**src/rtl/sel_encode_unit.sv**
```systemverilog
// Instruction-latching register select/encode unit: holds the IR, decodes Ra/Rb/Rc into
// one-hot register-file enables, and runs a built-in Rb->Rc->Ra transfer sequencer.
module sel_encode_unit #(
   parameter int DATA_W   = 32,
   parameter int NUM_REGS = 16,
   parameter int OPCODE_W = 5,
   parameter int RA_LSB   = 23,
   parameter int RB_LSB   = 19,
   parameter int RC_LSB   = 15,
   parameter int IMM_W    = 19
) (
   input  logic                          clock,
   input  logic                          clear_n,
   input  logic                          ir_load,
   input  logic [DATA_W-1:0]             instruction,
   input  logic                          gra,
   input  logic                          grb,
   input  logic                          grc,
   input  logic                          rin,
   input  logic                          rout,
   input  logic                          ba_out,
   input  logic                          seq_start,
   input  logic                          seq_stall,
   output logic [OPCODE_W-1:0]           opcode,
   output logic [DATA_W-1:0]             c_sign_ext,
   output logic [$clog2(NUM_REGS)-1:0]   sel_index,
   output logic [NUM_REGS-1:0]           reg_in,
   output logic [NUM_REGS-1:0]           reg_out,
   output logic                          zero_out,
   output logic                          seq_busy,
   output logic                          seq_done
);

   localparam int SEL_W = $clog2(NUM_REGS);

   typedef enum logic [2:0] {
      S_IDLE,
      S_RD_B,
      S_RD_C,
      S_WR_A,
      S_DONE
   } state_t;

   state_t              r_state;
   state_t              w_state_nxt;
   logic [DATA_W-1:0]   r_ir;

   logic [SEL_W-1:0]    w_ra;
   logic [SEL_W-1:0]    w_rb;
   logic [SEL_W-1:0]    w_rc;
   logic [SEL_W-1:0]    w_sel;
   logic                w_en_in;
   logic                w_en_out;
   logic                w_zero;
   logic                w_busy;
   logic                w_done;
   logic [NUM_REGS-1:0] w_onehot;

   assign w_ra = r_ir[RA_LSB +: SEL_W];
   assign w_rb = r_ir[RB_LSB +: SEL_W];
   assign w_rc = r_ir[RC_LSB +: SEL_W];

   // The IR only accepts a new word while the sequencer is idle, so a running
   // transfer always sees a stable set of register fields.
   // NOTE: sequential state uses non-blocking assignments so every flop samples
   // pre-edge values regardless of statement order.
   always_ff @(posedge clock or negedge clear_n) begin
      if (!clear_n) begin
         r_ir    <= '0;
         r_state <= S_IDLE;
      end else begin
         r_state <= w_state_nxt;
         if (ir_load && (r_state == S_IDLE)) begin
            r_ir <= instruction;
         end
      end
   end

   // NOTE: every signal driven here gets a default first so no path can infer a latch.
   always_comb begin
      w_state_nxt = r_state;
      w_sel       = '0;
      w_en_in     = 1'b0;
      w_en_out    = 1'b0;
      w_zero      = 1'b0;
      w_busy      = 1'b0;
      w_done      = 1'b0;

      unique case (r_state)
         S_IDLE: begin
            if (seq_start) begin
               w_state_nxt = S_RD_B;
            end
            // Manual mode: strict priority, a single field only.
            if (gra || grb || grc) begin
               if (gra) begin
                  w_sel = w_ra;
               end else if (grb) begin
                  w_sel = w_rb;
               end else begin
                  w_sel = w_rc;
               end
               w_en_in  = rin;
               w_en_out = rout | ba_out;
               // Base-address read of R0 means a literal zero, not the register.
               if (ba_out && !rout && (w_sel == '0)) begin
                  w_en_out = 1'b0;
                  w_zero   = 1'b1;
               end
            end
         end
         S_RD_B: begin
            w_busy   = 1'b1;
            w_sel    = w_rb;
            w_en_out = 1'b1;
            if (!seq_stall) begin
               w_state_nxt = S_RD_C;
            end
         end
         S_RD_C: begin
            w_busy   = 1'b1;
            w_sel    = w_rc;
            w_en_out = 1'b1;
            if (!seq_stall) begin
               w_state_nxt = S_WR_A;
            end
         end
         S_WR_A: begin
            w_busy  = 1'b1;
            w_sel   = w_ra;
            w_en_in = 1'b1;
            if (!seq_stall) begin
               w_state_nxt = S_DONE;
            end
         end
         S_DONE: begin
            w_busy      = 1'b1;
            w_done      = 1'b1;
            w_state_nxt = S_IDLE;
         end
         default: begin
            w_state_nxt = S_IDLE;
         end
      endcase
   end

   assign w_onehot = {{(NUM_REGS-1){1'b0}}, 1'b1} << w_sel;

   assign opcode     = r_ir[DATA_W-1 -: OPCODE_W];
   assign c_sign_ext = {{(DATA_W-IMM_W){r_ir[IMM_W-1]}}, r_ir[IMM_W-1:0]};
   assign sel_index  = w_sel;
   assign reg_in     = w_onehot & {NUM_REGS{w_en_in}};
   assign reg_out    = w_onehot & {NUM_REGS{w_en_out}};
   assign zero_out   = w_zero;
   assign seq_busy   = w_busy;
   assign seq_done   = w_done;

endmodule

```
**config.mk**
```make
export PLATFORM = sky130hd
export DESIGN_NAME = sel_encode_unit
export DESIGN_NICKNAME = d
export VERILOG_FILES = /design/src/rtl/sel_encode_unit.sv
export SDC_FILE = /design/constraint.sdc
export NUM_CORES = 1
export LEC_CHECK = 0
export ABC_AREA = 1
export CELL_PAD_IN_SITES_DETAIL_PLACEMENT = 0
export CELL_PAD_IN_SITES_GLOBAL_PLACEMENT = 1
export CORE_MARGIN = 3
export CORE_UTILIZATION = 28
export DETAILED_ROUTE_END_ITERATION = 16
export PLACE_DENSITY = 0.79
export SYNTH_ARGS = -nofsm -noshare
export SYNTH_HDL_FRONTEND = slang
export SYNTH_SLANG_ARGS = --single-unit
```
**constraint.sdc**
```tcl
create_clock -name clock -period 2.2 [get_ports clock]
set_clock_uncertainty 0.2 [all_clocks]
set_input_delay 0.44 -clock clock [delete_from_list [all_inputs] [get_ports clock]]
set_output_delay 0.44 -clock clock [all_outputs]
set_load 0.01 [all_outputs]
```
==> results.ini, run 1 <==
[yosys]
syn-num-nets=321
yosys_warnings=0
synth_top_cells_by_area=dfrtp_1 38%, mux2_2 15%, buf_4 12%, nand2_1 8.1%, nor2_1 7.8%
netlist.top_cell.by_area=dfrtp_1
syn_area_per_cell_sq_um=8.295
syn_inst=278
syn_area_sq_um=2306
ys_seq_elements=35
synth_cell_types=24
yosysTopAreaCellShare_pct=37.98
yosysSeqAreaShare_pct=37.98

[global_routing]
grt_max_degree=36
antenna_found_initial=0
overflow=0
grt_pass1_wl_um=11360
grt_usage_pct=14.60
grt_pass1_vias=2389

[routing]
via_per_inst=4.471
drc=0
num_vias=2352
drtIter0Drc=59
wl_um=7036
wl_per_cell_um=13.38
drt-pass1-iter-count=5
ant_nets=0

[clocking]
cts_buffer_depth=2
path_clk_slew_ps=60
clkSinkCount=35
cts_buffers=5
cts_root_buf=clkbuf_8
h-tree-depth=2
clk_latency_ps=280
cts_tree=yes

[setup_path]
crit_top_cell=nor2_4
worstPathCellList=clkdlybuf4s15_2 > buf_4 > nand2_1 > buf_4 > nand4_1 > nor2_4 > nor2_4 > nor2_4 > clkbuf_16 > nor2_1 > buf_2
end_kind=output port
crit_path_top_delay_cell=clkbuf_16
cp.arrival_ps=1930
critical_path_class=in -> out
required_ps=1560
path_max_fanout=8
start_kind=input port
cpPeakStageDelay_ps=200
r2r_slack_ps=350

[placed_design]
hpwl_um=5172
numPortBuffers=118
preCtsSetupSlack_ps=-1032
dpl-instance-area_sq_um=3630
gp_congestion=0.8646

[sta]
worst_pin_slew_ps=459.5
fin_crit_ps=2569
drv_slew=0
maxSlewHeadroom_pct=69.37
max_freq_mhz=389.3
layout_setup_ws_ps=-368.7
rsz0062_at_grt=true
fin_crit_sh_pct=116.8
finalSetupViolCount=38
hold_viol=0

[pwr]
comb_power_share_pct=75.3
p_per_area_nw_per_um2=1689
leakage_nw=1.935
internal_power_mw=4.115
ir_drop_uv=548.5
switching_share_pct=40.70
pwr-share-seq_pct=17.3
power_frac_clock_pct=7.4
switching_power_mw=2.825

[status]
status=complete, but fails checks
violations=negative setup slack

[finish]
seq_area_sq_um=879.6
multi_input_area_sq_um=1272
fin_nets=466
final_layout_size_suffix_gt1_share_pct=48.35
syn_to_final_growth_pct=78.13
final_area_sq_um=4108
insertedDiodeCount=0
fillers=765

[die]
dieArea_sq_um=9361
die_w_um=96.75
core_area_sq_um=7848
pin_count=119
die_h_um=96.75
num_rows=32
initial_core_util_pct=29.38

[job]
cap_violations=0

[hold_path]
hold_path.class=reg -> reg

==> through the flow <==
stage | total power [mW] | cells | util (%) | setup TNS [ps] | hold WS, ps
after global placement | 5.386 | 495 | 46.25 | -33970 | 287.1
after detailed placement | 5.434 | 495 | 46.25 | -34430 | 291.0
after floorplan | 3.569 | 278 | - | 0 | -55.59
after global routing | 7.446 | 526 | 52.34 | -15960 | 331.3
final | 6.940 | 526 | 52.34 | -10920 | 303.8
after CTS | 6.705 | 520 | 50.21 | -10740 | 306.8
==> state kept, by name, summed over array words and instances (netlist names) <==
register  count
r_ir         32
r_state       3
==> logic make-up (layout without fill, tap and decap cells) <==
| group | after synthesis | count (layout) | synth area share, % |
|---|---|---|---|
| multiplexers | 30 | 30 | 14.65 |
| AO/OA/AOI/OAI | 7 | 7 | 1.845 |
| XOR/XNOR | 1 | 1 | 0.3799 |
| flip-flops | 35 | 35 | 37.98 |
| AND/OR/NAND/NOR | 145 | 145 | 28.27 |
| buffers and inverters | 60 | 206 | 16.87 |
==> power by group through the flow <==
stage | Sequential [mW] | Clock, mW | Combinational, mW
floorplan | 1.17 | 0 | 2.40
global placement | 1.19 | 0 | 4.20
detailed placement | 1.21 | 0 | 4.23
CTS | 1.20 | 0.536 | 4.97
global route | 1.25 | 0.568 | 5.63
finish | 1.20 | 0.511 | 5.23
==> path summary, 6_finish.rpt <==
kind | startpoint | to | depth (start not counted)
max | gra | reg_out[1] | 11
min | r_ir[29]$_DFFE_PN0P_ | r_ir[29]$_DFFE_PN0P_ | 1
max reg2reg | r_state[0]$_DFFE_PN0P_ | r_state[1]$_DFFE_PN0P_ | 9
min reg2reg | r_ir[29]$_DFFE_PN0P_ | r_ir[29]$_DFFE_PN0P_ | 1
max in group asynchronous | clear_n | r_state[0]$_DFFE_PN0P_ | 3
min in group asynchronous | clear_n | r_ir[28]$_DFFE_PN0P_ | 3
==> cell usage in the layout, fill, tap and decap left out, drive strengths merged <==
cell           count
nand4             13
dlygate4sd3        1
nor3               1
dlygate4sd2        2
a21oi              4
o21ai              2
nand3             20
dfrtp             35
clkdlybuf4s50     76
inv               15
clkbuf             9
nand2             53
nor2              55
mux2              30
xor2               1
buf              100
or2                2
o2111ai            1
nor3b              1
clkdlybuf4s15      3
==> layout make-up <==
type / count / share of cell area, %
sequential: 35 / 21.41
clock buffer: 8 / 2.437
timing repair buffer: 183 / 40.63
tap: 102 / 3.107
inverter: 15 / 1.432
multi-input combinational: 183 / 30.98
==> cells in the mapped netlist, drive strengths merged <==
cell,count
mux2,30
buf,45
nor2,55
nand4,13
o21ai,2
inv,15
dfrtp,35
nand3,20
o2111ai,1
nor3b,1
xor2,1
or2,2
a21oi,4
nand2,53
nor3,1
==> timing repair <==
item	CTS	global route
setup buffers	17	6
cloned	2	0
hold buffers	1	0
hold endpoints to repair	12	0
resized for setup	206	32
endpoints found under the setup margin	39	39
pin swaps	44	23
==> worst max-delay path: cells and delay by family <==
family	cells	cell delay (ps)
and+or+nand+nor	6	700
buffers and inverters	5	780
==> metal layers <==
| layer | vias up | track usage, % | wire length, um |
|---|---|---|---|
| li1 | 1159 | - | - |
| met4 | 0 | 3.672 | 38 |
| met5 | - | 0 | 0 |
| met3 | 4 | 5.912 | 603 |
| met2 | 76 | 26.11 | 3664 |
| met1 | 1113 | 16.02 | 2730 |
Note: power is estimated with default switching activity, not from simulation.
==> run 2: changes to the inputs <==
Settings changed: ABC_CLOCK_PERIOD_IN_PS set to 2400, CORE_ASPECT_RATIO set to 1.4.
Clock period 2.2 ns to 2.4 ns, I/O delays scaled along.
==> results.ini, run 2 (synthesis gave the netlist of run 1 again) <==
[status]
status=complete, but fails checks  ; unchanged
violations=negative setup slack  ; unchanged

[finish]
final_area_sq_um=4093  ; was 4108 sq um
final_layout_size_suffix_gt1_share_pct=48.34  ; was 48.35%
final_common_cell=clkdlybuf4s50_1  ; unchanged
syn_to_final_growth_pct=77.48  ; was 78.13%
fin_nets=464  ; was 466
largest_reg_flops=32  ; unchanged
fillers=743  ; was 765
reg_top3=r_ir: 32 flops, r_state: 3 flops  ; unchanged
insertedDiodeCount=0  ; unchanged
mostFrequentLayoutCells=74 x clkdlybuf4s50_1, 43 x buf_4, 37 x buf_2  ; was 76 x clkdlybuf4s50_1, 46 x buf_4, 37 x nand2_1
largest_register=r_ir  ; unchanged

[pwr]
switching_power_mw=2.766  ; was 2.825 mW
switching_share_pct=42.36  ; was 40.70%
power_frac_clock_pct=6.1  ; was 7.4%
pwr-share-seq_pct=17.0  ; was 17.3%
leakage_nw=1.956  ; was 1.935 nW
ir_drop_uv=889.8  ; was 548.5 uV
internal_power_mw=3.764  ; was 4.115 mW
comb_power_share_pct=76.9  ; was 75.3%
p_per_area_nw_per_um2=1595  ; was 1689 nW/um^2

[sta]
finalSetupViolCount=32  ; was 38
worst_pin_slew_ps=783.1  ; was 459.5 ps
maxSlewHeadroom_pct=47.79  ; was 69.37%
rsz0062_at_grt=true  ; unchanged
holdWs_ps=66.50  ; was 303.8 ps
max_freq_mhz=371.6
fin_crit_sh_pct=112.1
layout_setup_ws_ps=-291.4  ; was -368.7 ps
drv_slew=0  ; unchanged
hold_viol=0  ; unchanged
fin_crit_ps=2691

[die]
core_area_sq_um=7893  ; was 7848 sq um
dieArea_sq_um=9376  ; was 9361 sq um
num_rows=38  ; was 32
initial_core_util_pct=29.22  ; was 29.38%
pin_count=119  ; unchanged
die_w_um=82.70  ; was 96.75 um
die_h_um=113.4  ; was 96.75 um

[setup_path]
end_kind=output port  ; unchanged
cpPeakStageDelay_ps=420  ; was 200 ps
crit_path_top_delay_cell=dfrtp_2  ; was clkbuf_16
critical_path_class=reg -> out  ; was in -> out
required_ps=1720  ; was 1560 ps
start_kind=flop  ; was input port
cp.arrival_ps=2010  ; was 1930 ps
path_max_fanout=4  ; was 8
worstPathCellList=nor2_4 > buf_4 > nand3_2 > nand2_2 > nor2_2 > nand2_2 > buf_4 > nor2_4 > buf_6 > nand3_2 > nor2_1 > buf_2  ; was clkdlybuf4s15_2 > buf_4 > nand2_1 > buf_4 > nand4_1 > nor2_4 > nor2_4 > nor2_4 > clkbuf_16 > nor2_1 > buf_2

[routing]
drt-pass1-iter-count=4  ; was 5
wl_um=7319  ; was 7036 um
via_per_inst=4.582  ; was 4.471
wl_per_cell_um=14.02  ; was 13.38 um
ant_nets=0  ; unchanged
num_vias=2392  ; was 2352
drtIter0Drc=95  ; was 59
drc=0  ; unchanged

[job]
cap_violations=0  ; unchanged

[clocking]
h-tree-depth=2  ; unchanged
cts_tree=yes  ; unchanged
cts_buffers=5  ; unchanged
path_clk_slew_ps=70  ; was 60 ps
clkSinkCount=35  ; unchanged
cts_root_buf=clkbuf_8  ; unchanged
cts_buffer_depth=2  ; unchanged
holdBufCountCts=0  ; was 1
clk_latency_ps=270  ; was 280 ps

[global_routing]
grt_pass1_vias=2419  ; was 2389
grt_max_degree=36  ; unchanged
antenna_found_initial=0  ; unchanged
grt_usage_pct=14.91  ; was 14.60%
overflow=0  ; unchanged
grt_pass1_wl_um=11050  ; was 11360 um

[hold_path]
hold_path.class=in -> async  ; was reg -> reg

[placed_design]
gp_congestion=0.8960  ; was 0.8646
hpwl_um=5227  ; was 5172 um
numPortBuffers=118  ; unchanged
dpl-instance-area_sq_um=3577  ; was 3630 sq um

## run 2: changes by cell type in the layout (fill, tap and decap cells not counted), sizes merged
cell / change
buf: +3
clkbuf: -2
clkdlybuf4s15: -2
clkdlybuf4s50: -2
clkinv: +1
dlygate4sd2: +1
dlygate4sd3: -1
## run 2: final timing paths
check | start | depth (start not counted) | end | slack [ps]
hold reg to reg | r_ir[9]$_DFFE_PN0P_ | 1 | r_ir[9]$_DFFE_PN0P_ | 310
min in group clock | r_ir[9]$_DFFE_PN0P_ | 1 | r_ir[9]$_DFFE_PN0P_ | 310
setup reg to reg | r_state[1]$_DFFE_PN0P_ | 8 | r_ir[14]$_DFFE_PN0P_ | 500
setup / recovery | r_state[0]$_DFFE_PN0P_ | 12 | reg_in[10] | -290
max in group asynchronous | clear_n | 1 | r_state[2]$_DFFE_PN0P_ | 1360
hold / removal | clear_n | 1 | r_ir[1]$_DFFE_PN0P_ | 70
## run 2: area by class of cell
| type | instances | area (sq um) | share of cell area [%] |
|---|---|---|---|
| Timing Repair Buffer | 181 | 1630 | 39.83 |
| Clock inverter | 1 | 5.005 | 0.1223 |
| Clock buffer | 7 | 76.32 | 1.865 |
| Multi-Input combinational cell | 183 | 1316 | 32.16 |
| Inverter | 15 | 61.31 | 1.498 |
| Tap cell | 100 | 125.1 | 3.057 |
| Sequential cell | 35 | 878.3 | 21.46 |
## run 2: per-layer routing
layer | global-route usage [%] | vias up | share of wire (%)
li1 | - | 1150 | -
met1 | 14.79 | 1104 | 35
met2 | 27.94 | 118 | 53
met3 | 4.739 | 20 | 8.4
met4 | 5.453 | 0 | 3.1
met5 | 0 | - | 0
## run 2: power groups by stage
stage | clock (mW) | sequential, mW | combinational, mW
global route | 0.448 | 1.16 | 5.35
floorplan | 0 | 1.07 | 2.20
global placement | 0 | 1.08 | 3.71
CTS | 0.427 | 1.11 | 4.42
finish | 0.399 | 1.11 | 5.02
detailed placement | 0 | 1.10 | 3.74
## run 2: timing repair
item	CTS	global route
setup endpoints to repair	39	37
setup buffers	20	7
pin swaps	49	27
gates resized for setup	203	48
cloned	1	0
## run 2: through the flow
step	power (mW)	util, %	TNS, ps	setup slack (ps)	instances
CTS	5.949	49.59	-5510	-259.2	517
floorplan	3.272	-	0	173.3	278
global route	6.954	51.85	-10780	-414.0	522
detailed placement	4.840	45.32	-31960	-975.8	488
global placement	4.797	45.32	-32280	-974.7	488
finish	6.529	51.85	-6634	-291.4	522
## run 2: worst max-delay path, delay by kind of cell (launching register included)
| family | cells | cell delay (ps) |
|---|---|---|
| flops | 1 | 420 |
| simple gates | 8 | 730 |
| buf+inv | 4 | 580 |
